### config.mk
export PLATFORM = sky130hd
export DESIGN_NAME = cpu0_mem_arbiter_flat
export DESIGN_NICKNAME = d
export VERILOG_FILES = /design/src/rtl/cpu0_mem_pkg.sv /design/src/rtl/cpu0_mem_arbiter_if.sv /design/src/rtl/cpu0_byte_sequencer.sv /design/src/rtl/cpu0_mem_arbiter.sv /design/src/flat_wrapper.sv
export SDC_FILE = /design/constraint.sdc
export NUM_CORES = 1
export LEC_CHECK = 0
export ABC_AREA = 1
export ABC_CLOCK_PERIOD_IN_PS = 2800
export CORE_MARGIN = 3
export CORE_UTILIZATION = 26
export DETAILED_ROUTE_END_ITERATION = 16
export PLACE_DENSITY = 0.6
export SLEW_MARGIN = 5
export SYNTH_ARGS = -nofsm -noshare
export SYNTH_HDL_FRONTEND = slang
export SYNTH_SLANG_ARGS = --single-unit
### constraint.sdc
create_clock -name clock -period 2.8 [get_ports clock]
set_clock_uncertainty 0.05 [all_clocks]
set_input_delay 0.42 -clock clock [delete_from_list [all_inputs] [get_ports clock]]
set_output_delay 0.42 -clock clock [all_outputs]
set_load 0.005 [all_outputs]
### src/rtl/cpu0_mem_pkg.sv
// cpu0_mem_pkg: shared types and constants for the CPU0 memory arbiter.
//   arb_state_e : arbiter FSM states (IDLE, XFER, WAIT, RESP)
//   owner_e     : which requester owns the current access (OWN_I / OWN_D)
//   WORD_BEATS / BYTE_BEATS : byte beats per word / byte access
//   last_beat() : beat-counter value of the final beat for an access size
package cpu0_mem_pkg;

  typedef enum logic [1:0] {
    IDLE = 2'd0,
    XFER = 2'd1,
    WAIT = 2'd2,
    RESP = 2'd3
  } arb_state_e;

  typedef enum logic {
    OWN_I = 1'b0,
    OWN_D = 1'b1
  } owner_e;

  localparam int WORD_BEATS = 4;
  localparam int BYTE_BEATS = 1;

  function automatic logic [1:0] last_beat(input logic is_byte);
    return is_byte ? 2'(BYTE_BEATS - 1) : 2'(WORD_BEATS - 1);
  endfunction

endpackage

### src/rtl/cpu0_mem_arbiter_if.sv
// cpu0_mem_arbiter_if: bundles the fetch port (i_*), the data port (d_*)
// and the byte-wide memory port (mem_*) of the CPU0 memory arbiter.
//   modport slave  : the arbiter side (takes requests, drives acks and memory)
//   modport master : the requester/memory side (drives requests and mem_rdata)
interface cpu0_mem_arbiter_if #(
  parameter int AW = 8
);
  logic          i_req;
  logic [AW-1:0] i_addr;
  logic [31:0]   i_rdata;
  logic          i_ack;

  logic          d_req;
  logic          d_we;
  logic          d_byte;
  logic [AW-1:0] d_addr;
  logic [31:0]   d_wdata;
  logic [31:0]   d_rdata;
  logic          d_ack;

  logic          mem_en;
  logic          mem_we;
  logic [AW-1:0] mem_addr;
  logic [7:0]    mem_wdata;
  logic [7:0]    mem_rdata;

  modport slave (
    input  i_req, i_addr, d_req, d_we, d_byte, d_addr, d_wdata, mem_rdata,
    output i_rdata, i_ack, d_rdata, d_ack, mem_en, mem_we, mem_addr, mem_wdata
  );

  modport master (
    output i_req, i_addr, d_req, d_we, d_byte, d_addr, d_wdata, mem_rdata,
    input  i_rdata, i_ack, d_rdata, d_ack, mem_en, mem_we, mem_addr, mem_wdata
  );

endinterface

### src/rtl/cpu0_byte_sequencer.sv
// cpu0_byte_sequencer: beat bookkeeping for one arbitrated access.
//   clock, reset_n : clock and synchronous active-low reset (counter only)
//   load_i         : latch base_i / wdata_i and restart the beat counter
//   byte_i         : latched access size from the arbiter (1 = byte)
//   step_i         : advance to the next beat (one beat per XFER cycle)
//   cap_i          : shift rbyte_i into the read assembly register
//   last_o         : current beat is the final one of the access
//   addr_o         : base + beat count, wrapping modulo 2^AW
//   wbyte_o        : write byte for the current beat, MSB first
//   rword_o        : assembled read word including the byte on rbyte_i
module cpu0_byte_sequencer
  import cpu0_mem_pkg::*;
#(
  parameter int AW = 8
) (
  input  logic          clock,
  input  logic          reset_n,
  input  logic          load_i,
  input  logic [AW-1:0] base_i,
  input  logic [31:0]   wdata_i,
  input  logic          byte_i,
  input  logic          step_i,
  input  logic          cap_i,
  input  logic [7:0]    rbyte_i,
  output logic          last_o,
  output logic [AW-1:0] addr_o,
  output logic [7:0]    wbyte_o,
  output logic [31:0]   rword_o
);

  logic [1:0]    cnt_q, cnt_d;
  logic [AW-1:0] base_q;
  logic [31:0]   wdata_q;
  logic [31:0]   asm_q;

  assign last_o = (cnt_q == last_beat(byte_i));
  // Natural AW-bit overflow gives the required address wrap.
  assign addr_o = base_q + {{(AW-2){1'b0}}, cnt_q};

  always_comb begin
    cnt_d = cnt_q;
    if (load_i) begin
      cnt_d = 2'd0;
    end else if (step_i) begin
      cnt_d = last_o ? 2'd0 : cnt_q + 2'd1;
    end
  end

  always_comb begin
    wbyte_o = wdata_q[7:0];
    if (!byte_i) begin
      case (cnt_q)
        2'd0:    wbyte_o = wdata_q[31:24];
        2'd1:    wbyte_o = wdata_q[23:16];
        2'd2:    wbyte_o = wdata_q[15:8];
        default: wbyte_o = wdata_q[7:0];
      endcase
    end
  end

  // The final byte is used straight off the memory bus, so the response
  // needs no extra cycle to shift it in first.
  assign rword_o = byte_i ? {24'h0, rbyte_i} : {asm_q[23:0], rbyte_i};

  always_ff @(posedge clock) begin
    if (!reset_n) begin
      cnt_q <= 2'd0;
    end else begin
      cnt_q <= cnt_d;
    end
  end

  always_ff @(posedge clock) begin
    if (load_i) begin
      base_q  <= base_i;
      wdata_q <= wdata_i;
    end
    if (cap_i) begin
      asm_q <= {asm_q[23:0], rbyte_i};
    end
  end

endmodule

### src/rtl/cpu0_mem_arbiter.sv
// cpu0_mem_arbiter: shares one byte-wide synchronous memory between the
// CPU0 instruction-fetch port (I) and data port (D). Word accesses take
// four big-endian beats, byte accesses one; every access finishes with a
// one-cycle ack on the owning port together with its read data.
//   clock   : system clock, rising edge
//   reset_n : synchronous active-low reset
//   bus     : cpu0_mem_arbiter_if.slave (i_*, d_*, mem_* signals)
// Build option: define CPU0_ARB_ROUND_ROBIN_EN to alternate grants on
// contention; otherwise D always beats I.
module cpu0_mem_arbiter
  import cpu0_mem_pkg::*;
#(
  parameter int AW = 8
) (
  input  logic                clock,
  input  logic                reset_n,
  cpu0_mem_arbiter_if.slave   bus
);

  arb_state_e    state_q;
  owner_e        owner_q;
  owner_e        grant_d;
  logic          we_q;
  logic          size_q;
  logic          cap_q;
  logic          mem_en_q;
  logic          mem_we_q;
  logic [AW-1:0] mem_addr_q;
  logic [7:0]    mem_wdata_q;
  logic          i_ack_q, d_ack_q;
  logic [31:0]   i_rdata_q, d_rdata_q;

  logic          load_d;
  logic [AW-1:0] base_d;
  logic          seq_last;
  logic [AW-1:0] seq_addr;
  logic [7:0]    seq_wbyte;
  logic [31:0]   seq_rword;

`ifdef CPU0_ARB_ROUND_ROBIN_EN
  owner_e last_q;

  always_comb begin
    grant_d = OWN_I;
    if (bus.d_req && bus.i_req) begin
      grant_d = (last_q == OWN_D) ? OWN_I : OWN_D;
    end else if (bus.d_req) begin
      grant_d = OWN_D;
    end
  end
`else
  always_comb begin
    grant_d = bus.d_req ? OWN_D : OWN_I;
  end
`endif

  assign load_d = (state_q == IDLE) && (bus.i_req || bus.d_req);
  assign base_d = (grant_d == OWN_D) ? bus.d_addr : bus.i_addr;

  cpu0_byte_sequencer #(.AW(AW)) u_seq (
    .clock   (clock),
    .reset_n (reset_n),
    .load_i  (load_d),
    .base_i  (base_d),
    .wdata_i (bus.d_wdata),
    .byte_i  (size_q),
    .step_i  (state_q == XFER),
    .cap_i   (cap_q),
    .rbyte_i (bus.mem_rdata),
    .last_o  (seq_last),
    .addr_o  (seq_addr),
    .wbyte_o (seq_wbyte),
    .rword_o (seq_rword)
  );

  always_ff @(posedge clock) begin
    if (!reset_n) begin
      state_q     <= IDLE;
      owner_q     <= OWN_D;
      we_q        <= 1'b0;
      size_q      <= 1'b0;
      cap_q       <= 1'b0;
      mem_en_q    <= 1'b0;
      mem_we_q    <= 1'b0;
      mem_addr_q  <= '0;
      mem_wdata_q <= 8'h00;
      i_ack_q     <= 1'b0;
      d_ack_q     <= 1'b0;
      i_rdata_q   <= 32'h0;
      d_rdata_q   <= 32'h0;
`ifdef CPU0_ARB_ROUND_ROBIN_EN
      last_q      <= OWN_D;
`endif
    end else begin
      i_ack_q  <= 1'b0;
      d_ack_q  <= 1'b0;
      mem_en_q <= 1'b0;
      mem_we_q <= 1'b0;
      // A read beat on the bus this cycle returns its byte next cycle.
      cap_q    <= mem_en_q & ~mem_we_q;
      case (state_q)
        IDLE: begin
          if (load_d) begin
            owner_q <= grant_d;
            we_q    <= (grant_d == OWN_D) & bus.d_we;
            size_q  <= (grant_d == OWN_D) & bus.d_byte;
            state_q <= XFER;
`ifdef CPU0_ARB_ROUND_ROBIN_EN
            last_q  <= grant_d;
`endif
          end
        end
        XFER: begin
          mem_en_q    <= 1'b1;
          mem_we_q    <= we_q;
          mem_addr_q  <= seq_addr;
          mem_wdata_q <= seq_wbyte;
          if (seq_last) begin
            state_q <= WAIT;
          end
        end
        WAIT: begin
          state_q <= RESP;
        end
        RESP: begin
          // Stores leave the owner's rdata untouched: there is nothing to return.
          if (owner_q == OWN_D) begin
            d_ack_q <= 1'b1;
            if (!we_q) begin
              d_rdata_q <= seq_rword;
            end
          end else begin
            i_ack_q   <= 1'b1;
            i_rdata_q <= seq_rword;
          end
          state_q <= IDLE;
        end
        default: state_q <= IDLE;
      endcase
    end
  end

  assign bus.mem_en    = mem_en_q;
  assign bus.mem_we    = mem_we_q;
  assign bus.mem_addr  = mem_addr_q;
  assign bus.mem_wdata = mem_wdata_q;
  assign bus.i_ack     = i_ack_q;
  assign bus.i_rdata   = i_rdata_q;
  assign bus.d_ack     = d_ack_q;
  assign bus.d_rdata   = d_rdata_q;

endmodule

### src/flat_wrapper.sv
// flat-port wrapper written by rule: the top's interface ports become plain ports
module cpu0_mem_arbiter_flat import cpu0_mem_pkg::*;
#(
  parameter int AW = 8
)
  (clock, reset_n, bus_i_req, bus_i_addr, bus_d_req, bus_d_we, bus_d_byte, bus_d_addr, bus_d_wdata, bus_mem_rdata, bus_i_rdata, bus_i_ack, bus_d_rdata, bus_d_ack, bus_mem_en, bus_mem_we, bus_mem_addr, bus_mem_wdata);
  cpu0_mem_arbiter_if #(.AW(AW)) bus_i ();
  input  logic clock;
  input  logic reset_n;
  input wire logic [$bits(bus_i.i_req)-1:0] bus_i_req;
  input wire logic [$bits(bus_i.i_addr)-1:0] bus_i_addr;
  input wire logic [$bits(bus_i.d_req)-1:0] bus_d_req;
  input wire logic [$bits(bus_i.d_we)-1:0] bus_d_we;
  input wire logic [$bits(bus_i.d_byte)-1:0] bus_d_byte;
  input wire logic [$bits(bus_i.d_addr)-1:0] bus_d_addr;
  input wire logic [$bits(bus_i.d_wdata)-1:0] bus_d_wdata;
  input wire logic [$bits(bus_i.mem_rdata)-1:0] bus_mem_rdata;
  output wire logic [$bits(bus_i.i_rdata)-1:0] bus_i_rdata;
  output wire logic [$bits(bus_i.i_ack)-1:0] bus_i_ack;
  output wire logic [$bits(bus_i.d_rdata)-1:0] bus_d_rdata;
  output wire logic [$bits(bus_i.d_ack)-1:0] bus_d_ack;
  output wire logic [$bits(bus_i.mem_en)-1:0] bus_mem_en;
  output wire logic [$bits(bus_i.mem_we)-1:0] bus_mem_we;
  output wire logic [$bits(bus_i.mem_addr)-1:0] bus_mem_addr;
  output wire logic [$bits(bus_i.mem_wdata)-1:0] bus_mem_wdata;
  assign bus_i.i_req = bus_i_req;
  assign bus_i.i_addr = bus_i_addr;
  assign bus_i.d_req = bus_d_req;
  assign bus_i.d_we = bus_d_we;
  assign bus_i.d_byte = bus_d_byte;
  assign bus_i.d_addr = bus_d_addr;
  assign bus_i.d_wdata = bus_d_wdata;
  assign bus_i.mem_rdata = bus_mem_rdata;
  assign bus_i_rdata = bus_i.i_rdata;
  assign bus_i_ack = bus_i.i_ack;
  assign bus_d_rdata = bus_i.d_rdata;
  assign bus_d_ack = bus_i.d_ack;
  assign bus_mem_en = bus_i.mem_en;
  assign bus_mem_we = bus_i.mem_we;
  assign bus_mem_addr = bus_i.mem_addr;
  assign bus_mem_wdata = bus_i.mem_wdata;
  cpu0_mem_arbiter #(.AW(AW)) u_core (.clock(clock), .reset_n(reset_n), .bus(bus_i));
endmodule
* Word level (Yosys, flattened, before mapping)
Cells that the tools add are included.
** Operators by class
- $lt $le $gt $ge :: 0
- $add $sub $neg :: 2
- Bitwise gates (word level) :: 7
- Reductions and logical operators :: 11
- Equality and inequality tests :: 8
- Shift-type cells :: 0
- Muxes and demuxes :: 13
- Multiply operators :: 0
- Divide/modulo/power cells :: 0
** Operators with widths (count)
- 2-to-1 mux 32 bit :: 1
- one-hot mux 8 bit (3 select lines) :: 1
- 2-to-1 mux 8 bit :: 2
- AND reduction 2 bit :: 5
- adder 8 x 2 -> 8 bit :: 1
- 2-to-1 mux 2 bit :: 4
- one-hot mux 2 bit (4 select lines) :: 1
- equality test 2 bit, second input constant :: 3
- equality test 2 x 1 -> 1 bit, second input constant :: 2
- zero test 2 bit :: 2
- 2-to-1 mux 1 bit :: 4
- inequality test 2 x 1 -> 1 bit, second input constant :: 2
- NOT 1 bit :: 4
- AND 1 bit :: 3
- AND reduction 3 bit :: 1
- adder 2 x 1 -> 2 bit, second input constant :: 1
- equality test 2 bit :: 1
- OR reduction 2 bit :: 1
- logical AND 1 bit :: 1
- logical OR 1 bit :: 1
** Word-level totals
- Memories kept :: 0
- Memory bits (writable) :: 0
- Output and inout port bits :: 84
- Logic and storage cells :: 58
- Latch bits :: 0
- Register bits :: 156
- ROM bits :: 0
- Bits of input ports :: 62

* Logic depth before layout (Yosys ltp)
Gate-level depths: netlist (run 1).
- Depth in word-level cells :: 4
- Gate-level depth with buffers :: 8
- Depth with buffers taken out :: 8

* Modules after synthesis
A second synthesis (run 1) with hierarchy kept.
** Unflattened totals
- Cells, all modules :: 666
- Area total of the unflattened synthesis :: 6123.4 um2
** By module, submodules not included
- cpu0_mem_arbiter :: seq. area each 1801.7 um2, times used 1, cells each 413, area an instance 3291.9 um2
- cpu0_byte_sequencer :: seq. area each 1961.9 um2, times used 1, cells each 253, area an instance 2831.5 um2

* Worst setup path before layout (run 1)
Ideal clock, no wire load.
- Path type :: input -> register
- Start :: input bus_d_req
- End :: register u_core.size_q
- Arrival :: 2.871 ns
- Required time :: 2.627 ns
- Buffers on the path :: 1
- Setup time :: 0.123 ns
- Stages :: 6
- Setup slack :: -0.244 ns
- Cell sequence :: buf_2 -> nor2_1 -> nor2_1 -> inv_1 -> nand2_1 -> o21ai_0
** On the way
- Word-level cells in the longest chain between the ends :: 3
** Ends and longest elaborated chain
- start: declaration :: RTL line flat_wrapper.sv:12 : input wire logic [$bits(bus_i.d_req)-1:0] bus_d_req;
- logical OR 1 bit :: RTL line cpu0_mem_arbiter.sv:57 : assign load_d = (state_q == IDLE) && (bus.i_req || bus.d_req);
- logical AND 1 bit :: RTL line cpu0_mem_arbiter.sv:57
- named net u_core.load_d :: RTL line cpu0_mem_arbiter.sv:33 : logic load_d;
- AND reduction 2 bit (no line)
- end signal: assignment :: RTL line cpu0_mem_arbiter.sv:106 : size_q <= (grant_d == OWN_D) & bus.d_byte;
- end: declaration :: RTL line cpu0_mem_arbiter.sv:24 : logic size_q;
The timed path passes the listed nets, and every way through them passes these cells.
A chain may end at the register's enable or synchronous reset.

* Worst setup path after layout (run 1)
- Start :: register u_core.d_rdata_q[22] (netlist: u_core.bus.d_rdata[22])
- End :: output bus_d_rdata[22]
** RTL lines
- start: declaration :: RTL line cpu0_mem_arbiter.sv:31 : logic [31:0] i_rdata_q, d_rdata_q;
- start signal: assignment :: RTL line cpu0_mem_arbiter.sv:130 : d_rdata_q <= seq_rword;
- end: declaration :: RTL line flat_wrapper.sv:20 : output wire logic [$bits(bus_i.d_rdata)-1:0] bus_d_rdata;
No word-level cell between the ends.

==> results of run 1 <==
==> registers in the layout, summed over array words and instances (netlist names), 2 cells and up <==
register,cells
u_core.bus.mem_addr,8
u_core.bus.d_rdata,32
u_core.state_q,2
u_core.bus.mem_wdata,8
u_core.u_seq.wdata_q,32
u_core.u_seq.cnt_q,2
u_core.u_seq.asm_q,24
u_core.u_seq.base_q,8
u_core.bus.i_rdata,32
==> cells in the final DEF, fill, tap and decap left out, drive strengths merged <==
cell type / synthesis / final
xor2: 1 / 1
o211ai: 1 / 1
edfxtp: 64 / 64
clkinv: 0 / 3
nor2: 84 / 84
a21oi: 50 / 50
o21ai: 79 / 79
xnor2: 1 / 1
dfxtp: 92 / 92
buf: 20 / 10
clkdlybuf4s50: 0 / 144
ha: 10 / 10
nand2: 87 / 87
nand3: 17 / 17
fa: 1 / 1
clkinvlp: 0 / 1
o22ai: 8 / 8
clkbuf: 12 / 18
mux2: 8 / 8
inv: 33 / 43
==> kinds of logic after synthesis <==
| family | after synthesis | synth area share, % |
|---|---|---|
| buf+inv | 65 | 4.94 |
| compound gates | 138 | 12.2 |
| flops | 156 | 65.5 |
| fa+ha+maj | 11 | 2.53 |
| mux | 8 | 1.57 |
| simple gates | 188 | 13.0 |
| xor+xnor | 2 | 0.305 |
==> worst max path at each step <==
stage          slack (ns)                end
4_1_cts              0.94  u_core.state_q[0]
2_1_floorplan        0.47      u_core.size_q
5_1_grt              0.76  u_core.state_q[1]
3_5_place_dp         0.79      u_core.size_q
6_report             1.00    bus_d_rdata[22]
3_3_place_gp         0.80      u_core.size_q
==> layout make-up <==
class / instances / area share, %
clock inverter: 14 / 1.52
clock buffer: 18 / 5.60
tap: 275 / 4.28
multi-input combinational: 347 / 21.3
sequential: 156 / 46.8
timing repair buffer: 154 / 19.0
inverter: 33 / 1.54
==> power groups by stage <==
| stage | Clock [mW] | Sequential (mW) | Combinational (mW) |
|---|---|---|---|
| 2_1_floorplan | 0 | 3.15 | 0.751 |
| 3_3_place_gp | 0 | 3.17 | 1.54 |
| 3_5_place_dp | 0 | 3.18 | 1.55 |
| 4_1_cts | 2.30 | 3.13 | 1.56 |
| 5_1_grt | 2.40 | 3.18 | 1.71 |
| 6_report | 2.25 | 3.13 | 1.52 |
==> per-layer routing <==
layer / vias up / wire length (um) / part of all wire, % / track usage, %
li1: 2195 / - / - / -
met1: 2002 / 7050 / 48 / 16.7
met2: 105 / 6660 / 45 / 18.9
met3: 17 / 723 / 4.9 / 3.53
met4: 0 / 232 / 1.6 / 4.46
met5: - / 0 / 0 / 0
==> stage by stage <==
stage          power [mW]  instance area (sq um)
6_report             6.89                   8040
5_1_grt              7.29                   8040
4_1_cts              6.99                   8040
3_5_place_dp         4.73                   7470
3_3_place_gp         4.71                   7470
2_1_floorplan        3.90                   5750
==> impl_results.md, run 1 <==
- Worst-margin pin slew: 0.704 ns
- Crit path max-delay cell type: clkdlybuf4s50_1
- Worst path max stage delay: 0.53 ns
- FF+latch count, synth: 156
- Clock transition at path regs: ~0.070 ns
- Final HPWL DP: 10200 um
- Final core utilization: between 30% and 40%
- Multi-input logic area: 1710 sq um
- Count of cell types in the netlist: 24
- Vias per cell: about 4.3
- Fill count: ~2.2k
- Fraction of layout instances using a drive strength above 1: 7.62%
- Post-CTS Setup Bufs: 0
- Setup violators final: 0
- Fmax: 0.556 GHz
- Leak Pwr: 3.20 nW
- Logic pwr share: between 20 and 25%
- Synth top cells by count: dfxtp_1, nand2_1, nor2_1, o21ai_0, edfxtp_1
- Share of the synthesized area in the top cell type: about 33%
- Startpoint types: flop
- Sw Ratio: between 20% and 30%
- Layout area overhead: 39.9%
- Clk buf depth: 2
- Die height: 155 um
- Placed cell count: between 900 and 1k
- First-pass GRT wire length: ~23000 um
- IO Port Bufs: approximately 150
- Top-count cell post-synth: dfxtp_1
- Top delay family on crit path: buffers and inverters
- Worst-skew pair later-pin latency: 0.44 ns
- CP Buf/Inv Count: 1
- Share of flip-flops with an asynchronous set or reset: 0%
- Relative slew slack: 53.0%
- Worst reg2reg path depth: 6
- Nets: 782
- Core area: 21400 sq um
- Final Non-Filler Cells: between 900 and 1k
- Hold EP: u_core.cap_q
- # diodes: 0
- Ys flop type: dfxtp_1
- CTS root buf: clkbuf_16
- Worst slack at placement: 0.790 ns
- Max Cap Violations: 0
- Pre-antenna DRT Iters: 4
- Total CTS buffers: 17
- Post-Synthesis Cells: 568
- Crit path cell chain: clkdlybuf4s50_1
- Worst EP required: 2.33 ns
- Vias in the first global route: 4131
- Drc violations: 0
- # rows: 53
- Ys Warns: 0
- DR WL/cell: 14.7 um
- Crit path capture type: primary output
- Vias: roughly 4.3k
- H-Tree Depth: 4
- Flop2flop setup slack: between 1 and 1.5 ns
- FF+latch area: 3760 sq um
- Worst R2R Start: u_core.state_q[0]
- GPL Wtd Cong: 0.755
- Hold slack: 0.372 ns
- Clock sink count: ~160
- Final slew viol count: 0
- Post-synthesis cell area: 5750 sq um
- Unrepaired setup endpoints after global routing: false
- Seq pwr share: 45.3%
- Crit path DAT: 1.33 ns
- Antenna-violating nets left: 0
- Die X: approximately 150 um
- CTS Hold Bufs: 0
- Syn_nets: 641
- Crit Path Class: reg -> out
- Switch Pwr: 2.04 mW
- CTS resizes: 0
- FF-to-FF End: u_core.bus.d_rdata[21]
- Min Tclk post-route: 1.80 ns
- Pwr dens: 857 nW/um^2
- Final Hold Vio Count: 0
- Part of the Yosys area used for sequential elements: 65.5%
- Final period utilization: 64.3%
- Crit-path max FO: 2
- Overall Global Routing Usage: 12.4%
- Dominant cells by area after synthesis: edfxtp_1, dfxtp_1, o21ai_0
- Number of synthesized flops with an enable pin: 64
- Clock share of power: 32.6%
- Stages on worst setup path: 1
- Die Area: 23900 sq um
- Hold Crit Class: reg -> reg
- Largest net degree at the start of global routing: 46
- TNS Setup: 0 ns
- Initial DRC count: between 150 and 200
- Cell internal pwr: 4.85 mW
- Initial Util: 26.9%
- CTS tree: yes
- Post-Syn Area per Cell: 10.1 sq um
- Peak VDD IR: 0.450 mV
- Final wirelength: 14700 um
- Initial antenna violation count: 0
- Dominant cell type by area after synthesis: edfxtp_1
- GRT overflow: 0
- Status: finished, final reports clean
- Final worst setup slack: between 1 and 1.5 ns
- Setup crit start: u_core.bus.d_rdata[22]
- IO Pins: 146
- Hold Path Cell Cnt: 1
- Hold_sp: u_core.bus.mem_we
Power figures use the tool's default switching activity.
==> run 2, diff against run 1 <==
--- a/config.mk
+++ b/config.mk
@@ -6,7 +6,7 @@
 export NUM_CORES = 1
 export LEC_CHECK = 0
 export ABC_AREA = 1
-export ABC_CLOCK_PERIOD_IN_PS = 2800
+export ABC_CLOCK_PERIOD_IN_PS = 1500
 export CORE_MARGIN = 3
 export CORE_UTILIZATION = 26
 export DETAILED_ROUTE_END_ITERATION = 16
==> constraint.sdc (replaced) <==
create_clock -name clock -period 1.5 [get_ports clock]
set_clock_uncertainty 0.05 [all_clocks]
set_input_delay 0.225 -clock clock [delete_from_list [all_inputs] [get_ports clock]]
set_output_delay 0.225 -clock clock [all_outputs]
set_load 0.005 [all_outputs]
==> impl_results.md, run 2 (synthesis results as in run 1) <==
- Nets: 803 (was 782)
- Layout area overhead: 45.0% (was 39.9%)
- # diodes: 0 (unchanged)
- Drc violations: 0 (unchanged)
- Final slew viol count: 0 (unchanged)
- Met3 GRT Util: 4.00% (was 3.53%)
- Clock sink count: 156 (unchanged)
- Initial antenna violation count: 0 (unchanged)
- H-Tree Depth: 4 (unchanged)
- Worst-margin pin slew: 0.332 ns (was 0.704 ns)
- Final worst setup slack: 0.0848 ns (was 1.00 ns)
- Largest net degree at the start of global routing: 45 (was 46)
- Final Hold Vio Count: 0 (unchanged)
- Initial DRC count: 216 (was 176)
- Pre-antenna DRT Iters: 4 (unchanged)
- Initial Util: 26.9% (unchanged)
- Unrepaired setup endpoints after global routing: true (was false)
- CTS root buf: clkbuf_16 (unchanged)
- Crit path DAT: 1.68 ns (was 1.33 ns)
- Worst path max stage delay: 0.44 ns (was 0.53 ns)
- Max Cap Violations: 0 (unchanged)
- Final HPWL DP: 10600 um (was 10200 um)
- Worst slack at placement: -0.0679 ns (was 0.790 ns)
- GR peak layer: met2 (unchanged)
- CTS Hold Bufs: 0 (unchanged)
- Die Area: 23900 sq um (unchanged)
- Die height: 155 um (unchanged)
- Startpoint types: flop (unchanged)
- DR WL/cell: 15.4 um (was 14.7 um)
- Core area: 21400 sq um (unchanged)
- Vias per cell: 4.40 (was 4.33)
- IO Port Bufs: 145 (unchanged)
- GPL Wtd Cong: 0.745 (was 0.755)
- Worst-skew pair later-pin latency: 0.42 ns (was 0.44 ns)
- Total CTS buffers: 17 (unchanged)
- Peak VDD IR: 0.679 mV (was 0.450 mV)
- Fraction of layout instances using a drive strength above 1: 13.7% (was 7.62%)
- Setup violators final: 0 (unchanged)
- Status: finished, final reports clean (unchanged)
- Min Tclk post-route: 1.42 ns
- Commonest cells after routing, fill and taps aside: nand2_1, dlygate4sd2_1, dfxtp_1 (was clkdlybuf4s50_1, dfxtp_1, nand2_1)
- Crit path capture type: flop (was primary output)
- Pwr dens: 1580 nW/um^2 (was 857 nW/um^2)
- Top delay family on crit path: simple AND/OR/NAND/NOR gates (was buffers and inverters)
- Final period utilization: roughly 94%
- First-pass GRT wire length: 23800 um (was 23000 um)
- Worst R2R Start: u_core.u_seq.base_q[1] (was u_core.state_q[0])
- Die X: 155 um (unchanged)
- Overall Global Routing Usage: 12.8% (was 12.4%)
- CP Buf/Inv Count: 1 (unchanged)
- Worst EP required: 1.77 ns (was 2.33 ns)
- IO Pins: 146 (unchanged)
- Leak Pwr: 3.74 nW (was 3.20 nW)
- Clock transition at path regs: 0.06 ns (was 0.07 ns)
- Crit path cell chain: ha_1, nand3_1, nand2_2, nand2_1, nand2_1, nand3_1, nand2_1, inv_1 (was clkdlybuf4s50_1)
- Crit-path max FO: 5 (was 2)
- GRT met1 Usage: 16.7% (about the same)
- CTS tree: yes (unchanged)
- GRT overflow: 0 (unchanged)
- Vias: 4475 (was 4319)
- Relative slew slack: 77.9% (was 53.0%)
- Crit Path Class: reg -> reg (was reg -> out)
- Antenna-violating nets left: 0 (unchanged)
- Crit path max-delay cell type: edfxtp_1 (was clkdlybuf4s50_1)
- Fmax: about 0.71 GHz
- Cell mode on critical path: nand2_1
- Vias in the first global route: 4383 (was 4131)
- Hold Crit Class: in -> reg (was reg -> reg)
- Setup crit start: u_core.u_seq.base_q[1] (was u_core.bus.d_rdata[22])
- Final wirelength: 15600 um (was 14700 um)
- TNS Setup: 0 ns (unchanged)
- Hold_sp: reset_n (was u_core.bus.mem_we)
- GR Layer Usage met2: 20.2% (was 18.9%)
- Clk buf depth: 2 (unchanged)
- # rows: 53 (unchanged)
[run 2: changes by cell type in the layout (fill, tap and decap cells not counted), sizes merged]
cell           change
buf               +19
bufinv             +1
clkbuf             +8
clkdlybuf4s50     -84
clkinv             +2
dlygate4sd2       +84
inv                -9
[run 2: worst min-delay path: stages]
cell and delay, ns:
buf_2 0.16, buf_12 0.17, nand3_1 0.08
[run 2: power breakdown]
| part | switching (mW) | internal, mW |
|---|---|---|
| logic | 1.59 | 1.36 |
| clock network | 1.70 | 2.63 |
| registers | 0.436 | 5.43 |
| total | 3.72 | 9.43 |
[run 2: area by class of cell]
| class | count | area, sq um |
|---|---|---|
| tap | 275 | 344 |
| clock inverter | 8 | 77.6 |
| inverter | 33 | 128 |
| clock buffer | 24 | 526 |
| multi-input combinational | 347 | 1770 |
| timing repair buffer | 175 | 1710 |
| fill | 2155 | 13000 |
| sequential | 156 | 3780 |
[run 2: timing repair]
action / 4_1_cts / 5_1_grt
setup buffers: 0 / 4
gates cloned: 0 / 2
endpoints found under the setup margin: 88 / 40
pin swaps: 0 / 1
resized for setup: 96 / 14
[run 2: layer usage]
layer  up-vias  share of wire [%]
met2       110                 47
met4         0                1.4
li1       2240                  -
met1      2108                 46
met5         -                  0
met3        17                5.3
[run 2: final timing paths]
kind,end,slack [ns],depth (start not counted)
min reg2reg,u_core.cap_q,0.36,1
min,u_core.owner_q,0.22,3
max reg2reg,u_core.bus.mem_addr[7],0.08,8
max,u_core.bus.mem_addr[7],0.08,8
[run 2: metrics by stage]
step	power (mW)	utilization (%)	hold slack, ns	cell area [sq um]	std cells
2_1_floorplan	7.33	-	0.274	5770	568
3_3_place_gp	9.03	35.9	0.371	7680	980
3_5_place_dp	9.07	35.9	0.373	7680	980
4_1_cts	13.2	38.4	0.198	8200	1012
5_1_grt	13.9	39.0	0.226	8330	1018
6_report	13.1	39.0	0.223	8330	1018
==> RTL edit (config.mk and constraints of run 1) <==
Add a define of `CPU0_ARB_ROUND_ROBIN_EN`.
--- a/src/rtl/cpu0_mem_arbiter.sv
+++ b/src/rtl/cpu0_mem_arbiter.sv
@@ -7,6 +7,8 @@
 //   bus     : cpu0_mem_arbiter_if.slave (i_*, d_*, mem_* signals)
 // Build option: define CPU0_ARB_ROUND_ROBIN_EN to alternate grants on
 // contention; otherwise D always beats I.
+`define CPU0_ARB_ROUND_ROBIN_EN
+
 module cpu0_mem_arbiter
   import cpu0_mem_pkg::*;
 #(
Check against the original RTL: not equivalent (a bounded check fails within 4 cycles, from zero or initial values and one cycle with reset_n low).
==> RTL edit against run 1 <==
Worst setup slack got worse by 0.070 ns; sequential cell count is the same; power increased by 1.2%; critical endpoint is now u_core.bus.d_rdata[17]; via count up 1.7%; critical path type is now flip-flop to flip-flop; cell area increased by 1.6%; wire length increased by 2.5%; area after synthesis rose by 2.5%.
==> RTL edit: results (changes against run 1) <==
status completed; worst reg-to-reg path cell count 6 (unchanged); Antenna Cells 0 (unchanged); layout net count 806 (+3.1%); number of port buffers 145 (unchanged); Pre-antenna DRT Iters 4 (unchanged); top cells by area, synth edfxtp_1, dfxtp_1, nand2_1, nor2_1, o21ai_0; WL met2 6700 um (+0.48%); Syn Nets 665 (+3.7%); met3 Usage GRT 3.04% (-0.48 points); metal3 WL 646 um (-11%); Yosys warnings 0 (unchanged); Top Layer Used met4; vias per inst 4.28 (-1.2%); Clock Pin Slew Worst Setup and Hold Paths around 0.06 ns; largest net degree at the start of global routing 64 (+39%); hpwl dp 10,400 um (+1.7%); area post-placement 7590 um^2 (+1.6%); layout cells sized above 1 8.45% (+0.83 points); Worst EP arrival 2.12 ns (+0.79 ns); most common cell in the netlist nand2_1; Pint 5.00 mW (+3.1%); Routed WL 15,000 um (+2.5%); Root Driver clkbuf_16; dpl cells 994 (+3.0%); cell leakage power 3.27 nW (+2.4%); H-tree levels 4 (unchanged); most frequent cells after synthesis nand2_1, nor2_1, dfxtp_1, edfxtp_1, o21ai_0; Worst Hold Class input port to flip-flop; later-pin clock latency in the skew report 0.41 ns (-0.03 ns); first-pass GRT wire length 23,800 um (+3.5%); global-route usage over all layers 12.5% (+0.15 points); DR WL/cell 14.7 um (-0.41%); EDFF count, synth 64 (unchanged); post-cts resize count 0 (unchanged); Place WS 0.891 ns (+0.101 ns); Max Root-Sink Buffers 2 (unchanged); antenna violations before repair 0 (unchanged); GRT met2 Usage 19.2% (+0.25 points); crit path max fanout 29 (+27); DRT iter0 DRCs 265 (+51%); total CTS buffers 17 (unchanged); VDD IR max 0.289 mV (-36%); Syn Area/Cell 9.95 um^2 (-1.7%); number of global-route vias before repair 4,344 (+5.2%); met1 WL 7490 um (+6.2%); Post-CTS Repair Setup Buffers 0 (unchanged); Netlist cell types 29 (+21%); Top FF cell, synth dfxtp_1; Synth async-reset ratio 0% (unchanged); hold depth 2 (+1); M1 GR Usage 17.3% (+0.62 points); RD Place Congestion 0.720 (-4.7%); worst slew pin tran 0.703 ns (-0.00190 ns); sequential fraction of the synthesis area 63.9% (-1.6 points)
==> RTL edit: cell types whose count changed after synthesis, sizes merged, moves of 4 or more <==
cell          run 1  this run
a21oi            50        46
inv              33        37
mux2              8         0
nand2            87       109
nor2             84        97
==> RTL edit: power groups by stage <==
stage                     Combinational, mW  Clock, mW  Sequential, mW
after global routing                   1.79       2.42            3.20
final                                  1.58       2.25            3.15
after CTS                              1.62       2.32            3.15
after floorplan                       0.810          0            3.17
after detailed placement               1.61          0            3.20
after global placement                 1.59          0            3.19
==> RTL edit: path summary, 6_finish.rpt <==
check / from / end / slack (ns)
setup / recovery: u_core.state_q[0] / u_core.bus.d_rdata[17] / 0.93
hold / removal: reset_n / u_core.last_q / 0.33
setup reg to reg: u_core.state_q[0] / u_core.bus.d_rdata[17] / 0.93
hold reg to reg: u_core.bus.mem_we / u_core.cap_q / 0.38
==> RTL edit: area by class of cell <==
class | count | area (um^2)
clock buffer | 25 | 539
clock inverter | 7 | 46.3
fill | 2231 | 13900
inverter | 37 | 141
multi-input combinational | 369 | 1810
sequential | 156 | 3760
tap | 280 | 350
timing repair buffer | 152 | 1520
==> RTL edit: cell families (layout without fill, tap and decap cells) <==
| group | after synthesis | after routing | synth area share [%] |
|---|---|---|---|
| AOI/OAI and AO/OA | 134 | 134 | 12.7 |
| xor gates and xnor gates | 2 | 2 | 0.297 |
| adders and majority gates | 11 | 11 | 2.46 |
| buffers and inverters | 67 | 221 | 5.59 |
| DFF | 156 | 156 | 63.9 |
| and+or+nand+nor | 222 | 222 | 15.0 |
==> RTL edit: critical path: stages (launching register included) <==
cell	delay, ns
dfxtp_1	0.38
ha_1	0.20
nand2_2	0.11
nor2_8	0.43
inv_2	0.26
o21ai_0	0.26
nor2_1	0.06
